--- config.mk ---
export PLATFORM = sky130hd
export DESIGN_NAME = sd_spi_card_rsp_flat
export DESIGN_NICKNAME = d
export VERILOG_FILES = /design/src/rtl/sd_spi_pkg.sv /design/src/rtl/sd_spi_card_rsp_if.sv /design/src/rtl/sd_crc7.sv /design/src/rtl/sd_spi_card_rsp.sv /design/src/flat_wrapper.sv
export SDC_FILE = /design/constraint.sdc
export NUM_CORES = 1
export LEC_CHECK = 0
export CAP_MARGIN = 20
export CORE_MARGIN = 2
export CORE_UTILIZATION = 41
export DETAILED_ROUTE_END_ITERATION = 16
export PLACE_DENSITY = 0.66
export SETUP_SLACK_MARGIN = 0.15
export SLEW_MARGIN = 10
export SYNTH_ARGS = -nofsm -noshare
export SYNTH_HDL_FRONTEND = slang
export SYNTH_SLANG_ARGS = --single-unit
--- constraint.sdc ---
create_clock -name clk -period 4.2 [get_ports clk]
set_clock_uncertainty 0.2 [all_clocks]
set_input_delay 0.84 -clock clk [delete_from_list [all_inputs] [get_ports clk]]
set_output_delay 0.84 -clock clk [all_outputs]
set_load 0.03 [all_outputs]
--- src/rtl/sd_spi_pkg.sv ---
// Shared definitions for the SD SPI-mode card responder: command indices,
// R1 bit positions, FSM encoding, response lengths and the CRC7 step.
package sd_spi_pkg;

  localparam logic [5:0] CMD0  = 6'd0;
  localparam logic [5:0] CMD1  = 6'd1;
  localparam logic [5:0] CMD8  = 6'd8;
  localparam logic [5:0] CMD12 = 6'd12;
  localparam logic [5:0] CMD16 = 6'd16;
  localparam logic [5:0] CMD17 = 6'd17;
  localparam logic [5:0] CMD18 = 6'd18;
  localparam logic [5:0] CMD41 = 6'd41;
  localparam logic [5:0] CMD55 = 6'd55;
  localparam logic [5:0] CMD58 = 6'd58;

  localparam int R1_IDLE    = 0;
  localparam int R1_ILLEGAL = 2;
  localparam int R1_CRC     = 3;

  localparam logic [5:0] RESP_LEN_R1   = 6'd8;
  localparam logic [5:0] RESP_LEN_LONG = 6'd40;

  typedef enum logic [2:0] {
    ST_HUNT,
    ST_RECV,
    ST_DECODE,
    ST_NCR,
    ST_RESP
  } state_t;

  // One MSB-first step of CRC7, polynomial x^7 + x^3 + 1.
  function automatic logic [6:0] crc7_step(input logic [6:0] crc, input logic b);
    logic fb;
    fb = b ^ crc[6];
    return {crc[5:0], 1'b0} ^ (fb ? 7'h09 : 7'h00);
  endfunction

endpackage

--- src/rtl/sd_spi_card_rsp_if.sv ---
// SPI pins between an SD host (master) and the emulated card (slave).
interface sd_spi_card_rsp_if;
  logic sclk;
  logic cs_n;
  logic mosi;
  logic miso;

  modport master (output sclk, output cs_n, output mosi, input miso);
  modport slave  (input sclk, input cs_n, input mosi, output miso);
endinterface

--- src/rtl/sd_crc7.sv ---
// Serial CRC7 engine over the command header bits; only built when
// SD_SPI_CARD_CRC_EN is defined.
`ifdef SD_SPI_CARD_CRC_EN
module sd_crc7
  import sd_spi_pkg::*;
(
  input  logic       clk,
  input  logic       rst_n,
  input  logic       i_clr,
  input  logic       i_en,
  input  logic       i_bit,
  output logic [6:0] o_crc
);

  logic [6:0] r_crc;
  logic [6:0] w_base;

  // A clear coinciding with an enable seeds the CRC with that first bit.
  assign w_base = i_clr ? 7'h00 : r_crc;

  always_ff @(posedge clk or negedge rst_n) begin
    if (!rst_n) begin
      r_crc <= 7'h00;
    end else if (i_en) begin
      r_crc <= crc7_step(w_base, i_bit);
    end else if (i_clr) begin
      r_crc <= 7'h00;
    end
  end

  assign o_crc = r_crc;

endmodule
`endif

--- src/rtl/sd_spi_card_rsp.sv ---
// SD-card-side SPI command responder: receives 48-bit frames, tracks the
// idle/init state and returns R1/R3/R7. CRC checking under SD_SPI_CARD_CRC_EN.
module sd_spi_card_rsp
  import sd_spi_pkg::*;
#(
  parameter int          NCR_BYTES = 1,
  parameter int          INIT_CNT  = 2,
  parameter logic [31:0] OCR       = 32'h80FF8000
) (
  input  logic             clk,
  input  logic             rst_n,
  sd_spi_card_rsp_if.slave spi,
  output logic             cmd_valid,
  output logic [5:0]       cmd_idx,
  output logic [31:0]      cmd_arg,
  output logic             card_idle,
  output logic             busy
);

  localparam int               INIT_W   = $clog2(INIT_CNT + 1);
  localparam logic [INIT_W-1:0] INIT_MAX = INIT_W'(INIT_CNT);
  localparam logic [5:0]       NCR_LAST = 6'(NCR_BYTES * 8 - 1);

  state_t              r_state, w_state_nx;
  logic                r_sclk_q;
  logic                w_rise, w_fall;
  logic [5:0]          r_bitcnt, r_ncr_cnt, r_resp_cnt, r_resp_len;
  logic [37:0]         r_hdr;
  logic [39:0]         r_resp;
  logic                r_miso, r_busy, r_cmd_valid, r_card_idle, r_app_cmd;
  logic [5:0]          r_cmd_idx;
  logic [31:0]         r_cmd_arg;
  logic [INIT_W-1:0]   r_init_cnt, w_init_nx;
  logic [5:0]          w_idx;
  logic [31:0]         w_arg, w_payload;
  logic                w_crc_err, w_illegal, w_long, w_idle_nx, w_app_nx;
  logic [7:0]          w_r1;

  assign w_rise = !r_sclk_q && spi.sclk;
  assign w_fall = r_sclk_q && !spi.sclk;

  // r_hdr keeps frame bits 45:8 (index + argument); start/transmission bits are checked, not stored.
  assign w_idx = r_hdr[37:32];
  assign w_arg = r_hdr[31:0];

`ifdef SD_SPI_CARD_CRC_EN
  logic [6:0] r_crc_rx;
  logic [6:0] w_crc;
  logic       w_crc_en;

  assign w_crc_en = w_rise && !spi.cs_n &&
                    ((r_state == ST_HUNT && !spi.mosi) ||
                     (r_state == ST_RECV && r_bitcnt < 6'd40));

  sd_crc7 u_crc7 (
    .clk   (clk),
    .rst_n (rst_n),
    .i_clr (r_state == ST_HUNT),
    .i_en  (w_crc_en),
    .i_bit (spi.mosi),
    .o_crc (w_crc)
  );

  always_ff @(posedge clk) begin
    if (w_rise && !spi.cs_n && r_state == ST_RECV &&
        r_bitcnt >= 6'd40 && r_bitcnt <= 6'd46) begin
      r_crc_rx <= {r_crc_rx[5:0], spi.mosi};
    end
  end

  assign w_crc_err = ((w_idx == CMD0) || (w_idx == CMD8)) && (w_crc != r_crc_rx);
`else
  assign w_crc_err = 1'b0;
`endif

  always_comb begin
    w_state_nx = r_state;
    if (spi.cs_n) begin
      w_state_nx = ST_HUNT;
    end else begin
      case (r_state)
        ST_HUNT:   if (w_rise && !spi.mosi) w_state_nx = ST_RECV;
        ST_RECV: begin
          if (w_rise) begin
            if (r_bitcnt == 6'd1 && !spi.mosi) w_state_nx = ST_HUNT;
            else if (r_bitcnt == 6'd47)        w_state_nx = ST_DECODE;
          end
        end
        ST_DECODE: w_state_nx = ST_NCR;
        ST_NCR:    if (w_fall && r_ncr_cnt == NCR_LAST) w_state_nx = ST_RESP;
        ST_RESP:   if (w_fall && r_resp_cnt == r_resp_len) w_state_nx = ST_HUNT;
        default:   w_state_nx = ST_HUNT;
      endcase
    end
  end

  // Command effect and response image, evaluated during DECODE.
  always_comb begin
    w_idle_nx = r_card_idle;
    w_init_nx = r_init_cnt;
    w_app_nx  = 1'b0;
    w_illegal = 1'b0;
    w_long    = 1'b0;
    w_payload = 32'h0;
    case (w_idx)
      CMD0: begin
        if (!w_crc_err) begin
          w_idle_nx = 1'b1;
          w_init_nx = '0;
        end
      end
      CMD8: begin
        w_long    = !w_crc_err;
        w_payload = {20'h0, w_arg[11:0]};
      end
      CMD58: begin
        w_long    = 1'b1;
        w_payload = {!r_card_idle, OCR[30:0]};
      end
      CMD55: w_app_nx = 1'b1;
      CMD41: begin
        if (r_app_cmd) begin
          if (r_init_cnt != INIT_MAX) w_init_nx = r_init_cnt + 1'b1;
          if (w_init_nx == INIT_MAX)  w_idle_nx = 1'b0;
        end else begin
          w_illegal = 1'b1;
        end
      end
      CMD1, CMD12, CMD16, CMD17, CMD18: ;
      default: w_illegal = 1'b1;
    endcase
    w_r1             = 8'h00;
    w_r1[R1_IDLE]    = w_idle_nx;
    w_r1[R1_ILLEGAL] = w_illegal;
    w_r1[R1_CRC]     = w_crc_err;
  end

  always_ff @(posedge clk or negedge rst_n) begin
    if (!rst_n) begin
      r_sclk_q    <= 1'b1;
      r_state     <= ST_HUNT;
      r_miso      <= 1'b1;
      r_cmd_valid <= 1'b0;
      r_cmd_idx   <= 6'd0;
      r_cmd_arg   <= 32'd0;
      r_card_idle <= 1'b1;
      r_busy      <= 1'b0;
      r_bitcnt    <= 6'd0;
      r_ncr_cnt   <= 6'd0;
      r_resp_cnt  <= 6'd0;
      r_resp_len  <= RESP_LEN_R1;
      r_init_cnt  <= '0;
      r_app_cmd   <= 1'b0;
    end else begin
      r_sclk_q    <= spi.sclk;
      r_state     <= w_state_nx;
      r_cmd_valid <= 1'b0;
      if (spi.cs_n) begin
        r_miso   <= 1'b1;
        r_busy   <= 1'b0;
        r_bitcnt <= 6'd0;
      end else begin
        case (r_state)
          ST_HUNT: if (w_rise && !spi.mosi) r_bitcnt <= 6'd1;
          ST_RECV: if (w_rise) r_bitcnt <= r_bitcnt + 6'd1;
          ST_DECODE: begin
            r_cmd_valid <= 1'b1;
            r_cmd_idx   <= w_idx;
            r_cmd_arg   <= w_arg;
            r_busy      <= 1'b1;
            r_card_idle <= w_idle_nx;
            r_init_cnt  <= w_init_nx;
            r_app_cmd   <= w_app_nx;
            r_resp_len  <= w_long ? RESP_LEN_LONG : RESP_LEN_R1;
            r_ncr_cnt   <= 6'd0;
            r_resp_cnt  <= 6'd0;
          end
          ST_NCR: if (w_fall) r_ncr_cnt <= r_ncr_cnt + 6'd1;
          ST_RESP: begin
            if (w_fall) begin
              if (r_resp_cnt == r_resp_len) begin
                r_miso <= 1'b1;
                r_busy <= 1'b0;
              end else begin
                r_miso     <= r_resp[39];
                r_resp_cnt <= r_resp_cnt + 6'd1;
              end
            end
          end
          default: ;
        endcase
      end
    end
  end

  // Data-only registers: header shift and response shift, no reset needed.
  always_ff @(posedge clk) begin
    if (w_rise && !spi.cs_n && r_state == ST_RECV &&
        r_bitcnt >= 6'd2 && r_bitcnt <= 6'd39) begin
      r_hdr <= {r_hdr[36:0], spi.mosi};
    end
    if (r_state == ST_DECODE) begin
      r_resp <= w_long ? {w_r1, w_payload} : {w_r1, 32'h0};
    end else if (r_state == ST_RESP && w_fall && r_resp_cnt != r_resp_len) begin
      r_resp <= {r_resp[38:0], 1'b0};
    end
  end

  assign spi.miso  = r_miso;
  assign cmd_valid = r_cmd_valid;
  assign cmd_idx   = r_cmd_idx;
  assign cmd_arg   = r_cmd_arg;
  assign card_idle = r_card_idle;
  assign busy      = r_busy;

endmodule

--- src/flat_wrapper.sv ---
// flat-port wrapper written by rule: the top's interface ports become plain ports
module sd_spi_card_rsp_flat import sd_spi_pkg::*;
#(
  parameter int          NCR_BYTES = 1,
  parameter int          INIT_CNT  = 2,
  parameter logic [31:0] OCR       = 32'h80FF8000
)
  (clk, rst_n, cmd_valid, cmd_idx, cmd_arg, card_idle, busy, spi_sclk, spi_cs_n, spi_mosi, spi_miso);
  sd_spi_card_rsp_if spi_i ();
  input  logic clk;
  input  logic rst_n;
  output logic cmd_valid;
  output logic [5:0] cmd_idx;
  output logic [31:0] cmd_arg;
  output logic card_idle;
  output logic busy;
  input wire logic [$bits(spi_i.sclk)-1:0] spi_sclk;
  input wire logic [$bits(spi_i.cs_n)-1:0] spi_cs_n;
  input wire logic [$bits(spi_i.mosi)-1:0] spi_mosi;
  output wire logic [$bits(spi_i.miso)-1:0] spi_miso;
  assign spi_i.sclk = spi_sclk;
  assign spi_i.cs_n = spi_cs_n;
  assign spi_i.mosi = spi_mosi;
  assign spi_miso = spi_i.miso;
  sd_spi_card_rsp #(.NCR_BYTES(NCR_BYTES), .INIT_CNT(INIT_CNT), .OCR(OCR)) u_core (.clk(clk), .rst_n(rst_n), .spi(spi_i), .cmd_valid(cmd_valid), .cmd_idx(cmd_idx), .cmd_arg(cmd_arg), .card_idle(card_idle), .busy(busy));
endmodule
Yosys cells after proc, flatten, opt, wreduce, memory -nomap -nowiden
Cells that the tools add are included.
Cells by class
  add/subtract/negate cells: 4
  order comparisons: 2
  equality and inequality tests: 31
  mux-type cells: 44
  bitwise logic cells: 1
  reductions and logical operators: 37
Operators by type and width (count)
  40-bit two-way mux: 2
  32-bit one-hot mux with 2 select lines: 1
  6-bit two-way mux: 7
  6-bit one-hot mux with 2 select lines: 3
  32-bit two-way mux: 1
  6-bit == test (second input constant): 4
  3-bit two-way mux: 7
  6-bit by 1-bit adder with 6-bit output (second input constant): 3
  6-bit by 5-bit == test with 1-bit output (second input constant): 3
  3-bit by 2-bit inequality test with 1-bit output (second input constant): 6
  3-bit one-hot mux with 5 select lines: 1
  1-bit two-way mux: 14
  6-bit by 1-bit == test with 1-bit output (second input constant): 2
  6-bit by 4-bit == test with 1-bit output (second input constant): 2
  1-bit logical AND: 12
  2-bit nonzero test: 6
  3-bit AND reduction: 3
  9-bit OR reduction: 1
  2-bit two-way mux: 4
  4-bit AND reduction: 2
  3-bit by 2-bit == test with 1-bit output (second input constant): 2
  6-bit by 3-bit == test with 1-bit output (second input constant): 1
  6-bit == test: 1
  6-bit by 2-bit greater-or-equal comparator with 1-bit output (second input constant): 1
  19 further kinds: 30
Storage, ports and cells
  bits in registers: 151
  input bits: 5
  output and inout bits: 42
  word-level logic and storage cells: 135

Longest topological paths before layout
  word-level depth: 9
  gate-level depth with buffers: 8
  gate-level depth less buffers: 7

Worst setup path after synthesis
No wires, ideal clock.
  path kind: input port to flip-flop
  from: input spi_cs_n
  to: register u_core.r_hdr[0] (enable)
  library setup time: 0.481 ns
  arrival time: 4.298 ns
  required time: 3.519 ns
  slack: -0.779 ns
  stages: 5
  buffers on the path: 1
  path through: clkbuf_1 -> nor2_2 -> nand2_1 -> or2_2 -> nor3_1
Between the ends
  cells in the longest elaborated chain, start to end: 5
RTL lines
  start, declared: RTL line flat_wrapper.sv:18  | input wire logic [$bits(spi_i.cs_n)-1:0] spi_cs_n;
  1-bit logical NOT: RTL line sd_spi_card_rsp.sv:198  | if (w_rise && !spi.cs_n && r_state == ST_RECV &&
  1-bit logical AND (3 in a row): RTL line sd_spi_card_rsp.sv:198
  1-bit logical AND: RTL line sd_spi_card_rsp.sv:199  | r_bitcnt >= 6'd2 && r_bitcnt <= 6'd39) begin
  end signal, assigned: RTL line sd_spi_card_rsp.sv:200  | r_hdr <= {r_hdr[36:0], spi.mosi};
  end, declared: RTL line sd_spi_card_rsp.sv:28  | logic [37:0] r_hdr;
Every way passes these cells.
A chain may end at the register's enable or synchronous reset.

Final worst setup path
  from: input spi_cs_n
  to: register u_core.r_hdr[21] (enable)
Same word-level chain as after synthesis.

==> impl_results.md <==
* Status: finished clean
* # diodes at 0
* Reg power frac at ~45%
* First-pass GRT wire length at 19.3 mm
* Area Growth Syn to Fin at 22.8%
* CP Max Fanout at 38
* Ys async rst share at between 40% and 50%
* Comb pwr share at under 10%
* I/O pins at 47
* Critical path required time at 4.05 ns
* R2R setup slack at 1.58 ns
* FF-to-FF Start: u_core.r_state[0]
* Vias at around 3800
* Fin util at between 50% and 60%
* RSZ-0062 raised after global routing: no
* EDFF count, synth at between 70 and 80
* Vias in the first global route at 3784
* Critical path class: in2reg
* Die width at between 100 and 150 µm
* Clk root buf: clkbuf_16
* Starting Density at 42.4%
* Startpoint types: input pin
* Routability-driven placement congestion ratio at 0.808
* PostCTS Resize Cnt at 0
* Worst-case reg-to-reg path depth at 5
* DR iter-0 viols at roughly 340
* Leading register cell type out of synthesis: edfxtp_1
* Die Y at around 120 µm
* Post-synth cell types at 55
* Initial antenna violation count at 0
* Wire per inst at around 15 µm
* Setup TNS at 0 ns
* # DRC at 0
* Fin cells at 743
* Slew Limit Fails at 0
* Final period utilization at ~72%
* Post-CTS Setup Bufs at 0
* Switching Power at about 0.8 mW
* Clock Sink Count at between 100 and 150
* Clock transition at path regs at around 0.060 ns
* Tot GR Track Use at approximately 15%
* Multi-input combinational cell area at roughly 1800 µm²
* Site Rows at 43
* Layout cells sized above 1 at a little over a tenth
* Max VDD drop at 0.000285 V
* Reg area at between 4000 and 5000 µm²
* Max Cap Viol at 0
* TritonRoute pass-1 iters at 5
* Pwr Density at between 400 and 500 nW/µm²
* Post-synthesis net count at ~500
* Cells after DPL at 711
* Grt ovf at 0
* Layout Nets at 562
* Warnings from Yosys at 0
* Syn avg cell area at between 10 and 15 µm²
* Switching Share at between 20% and 30%
* WP data arrival at around 2.9 ns
* Routed wire length at about 11 mm
* Synthesized area at approximately 6000 µm²
* Final Cell Area at ~7300 µm²
* Mapped Cells at between 400 and 500
* H-tree levels at 4
* Post-CTS Hold Buffers at 0
* Minimum clock period at roughly 3.0 ns
* Slew HR at about three fifths
* Reg2Reg Capture Point: u_core.r_hdr[21]
* Finish-stage setup viols at 0
* CP Capture Type: flop
* I/O Buffers at 46
* Worst slew pin tran at 0.585 ns
* HP Class: in2async
* Fill cells at 1203
* Leakage at between 3 and 4 nW
* Core Region at between 10000 and 15000 µm²
* Seq/Total Area, Yosys at 68.3%
* Antenna-violating nets left at 0
* Final hold violation count at 0
* Max Root-Sink Buffers at 2
* DPL Wire Length at 6.98 mm
* Area after DPL at about 6600 µm²
* Num CTS Buffers at 17
* DR vias/cell at between 5 and 6
* TritonCTS clock tree: done
* Internal power at ~2.8 mW
* Largest net degree at the start of global routing at between 40 and 50
* Clock Latency Late Sink at between 0.4 and 0.5 ns
* Synthesis-stage register bit count at 146
* Max Freq at 330 MHz
* Area of the die at around 15000 µm²
* Tot Pwr at 3.58 mW
* Clock power share at between 40 and 50%
==> layout by cell type (no fill, tap or decap), types with 4 or more instances in the layout <==
master           instances
a22o_1                  13
nor2_1                  19
o21ai_0                 16
buf_4                    8
dfrtp_1                 65
xor2_1                   6
nand3_1                  7
nor3_1                   7
nand2b_1                 6
a21o_1                   6
bufinv_16                5
edfxtp_1                78
clkdlybuf4s50_1         45
ha_1                     7
nand2_1                152
and3_1                   5
clkbuf_16               17
o31ai_1                  4
inv_1                   10
and2_1                  17
==> worst max path at each step <==
stage / slack (ns) / startpoint / cells after the start / endpoint
2_1_floorplan: 0.39 / spi_cs_n / 5 / u_core.r_hdr[0]
4_1_cts: 1.20 / spi_cs_n / 6 / u_core.r_hdr[20]
5_1_grt: 1.02 / spi_cs_n / 6 / u_core.r_hdr[22]
6_report: 1.17 / spi_cs_n / 6 / u_core.r_hdr[21]
3_3_place_gp: 0.86 / spi_cs_n / 6 / u_core.r_hdr[27]
3_5_place_dp: 0.76 / spi_cs_n / 6 / u_core.r_hdr[20]
==> kinds of logic (layout without fill, tap and decap cells) <==
| logic type | Yosys count | after routing | synth area share [%] |
|---|---|---|---|
| xor+xnor | 7 | 7 | 1.03 |
| flops | 146 | 146 | 68.3 |
| compound gates | 62 | 62 | 8.15 |
| fa+ha+maj | 7 | 7 | 1.48 |
| buf+inv | 31 | 97 | 2.09 |
| simple gates | 244 | 244 | 19.0 |
==> power by group through the flow <==
stage                     Combinational, mW  Sequential (mW)  Clock, mW
after floorplan                      0.0709             1.71          0
after global placement                0.295             1.62          0
after detailed placement              0.300             1.63          0
after CTS                             0.303             1.60       1.72
after global routing                  0.324             1.61       1.78
final                                 0.298             1.60       1.69
==> area by class of cell <==
type                            instances  area share [%]
Tap cell                              180            3.09
Multi-Input combinational cell        320            24.3
Clock buffer                           19            6.08
Clock inverter                         13            3.04
Timing Repair Buffer                   55            7.36
Inverter                               10           0.516
Sequential cell                       146            55.6
==> sequential cells by signal, indices dropped and copies added, names as in the netlist <==
| register | cells |
|---|---|
| u_core.r_init_cnt | 2 |
| u_core.r_resp | 40 |
| u_core.r_ncr_cnt | 6 |
| u_core.cmd_valid | 1 |
| u_core.r_state | 3 |
| u_core.r_hdr | 38 |
| u_core.card_idle | 1 |
| u_core.busy | 1 |
| u_core.spi.miso | 1 |
| u_core.r_sclk_q | 1 |
| u_core.r_app_cmd | 1 |
| u_core.r_resp_len | 1 |
| u_core.r_resp_cnt | 6 |
| u_core.r_bitcnt | 6 |
| u_core.cmd_idx | 6 |
| u_core.cmd_arg | 32 |
==> per-layer routing <==
metal	vias up	GRT usage (%)	routed length [µm]
li1	1828	-	-
met1	1887	21.5	5500
met2	84	22.7	5130
met3	14	3.82	408
met4	0	7.34	186
met5	-	0	0
==> synthesized netlist by cell type (4+ instances only) <==
library cell	instances	area [µm²]
xor2_1	6	52.6
and3_1	5	31.3
a21o_1	6	45.0
o31ai_1	4	30.0
nand2_1	152	571
o21ai_0	16	80.1
nor3_1	8	40.0
nor2_1	19	71.3
edfxtp_1	78	2340
clkbuf_1	9	33.8
nand2b_1	6	37.5
buf_2	5	25.0
ha_1	7	87.6
dfrtp_1	65	1630
a22o_1	13	114
buf_1	6	22.5
nand3_1	7	35.0
and2_1	17	106
inv_1	10	37.5
==> metrics by stage <==
stage                     hold slack, ns  setup slack (ns)
after global routing               0.191              1.02
final                              0.171              1.17
after detailed placement           0.240             0.761
after floorplan                    0.225             0.389
after CTS                          0.173              1.20
after global placement             0.229             0.856
==> worst max-delay path, cell delays in order <==
cell and delay [ns]:
clkdlybuf4s50_1 0.61, nor2_2 0.29, nand2_1 0.18, or2_2 0.37, nor3_4 0.12, buf_4 0.44
No activity file was read; power rests on OpenSTA's default activity.
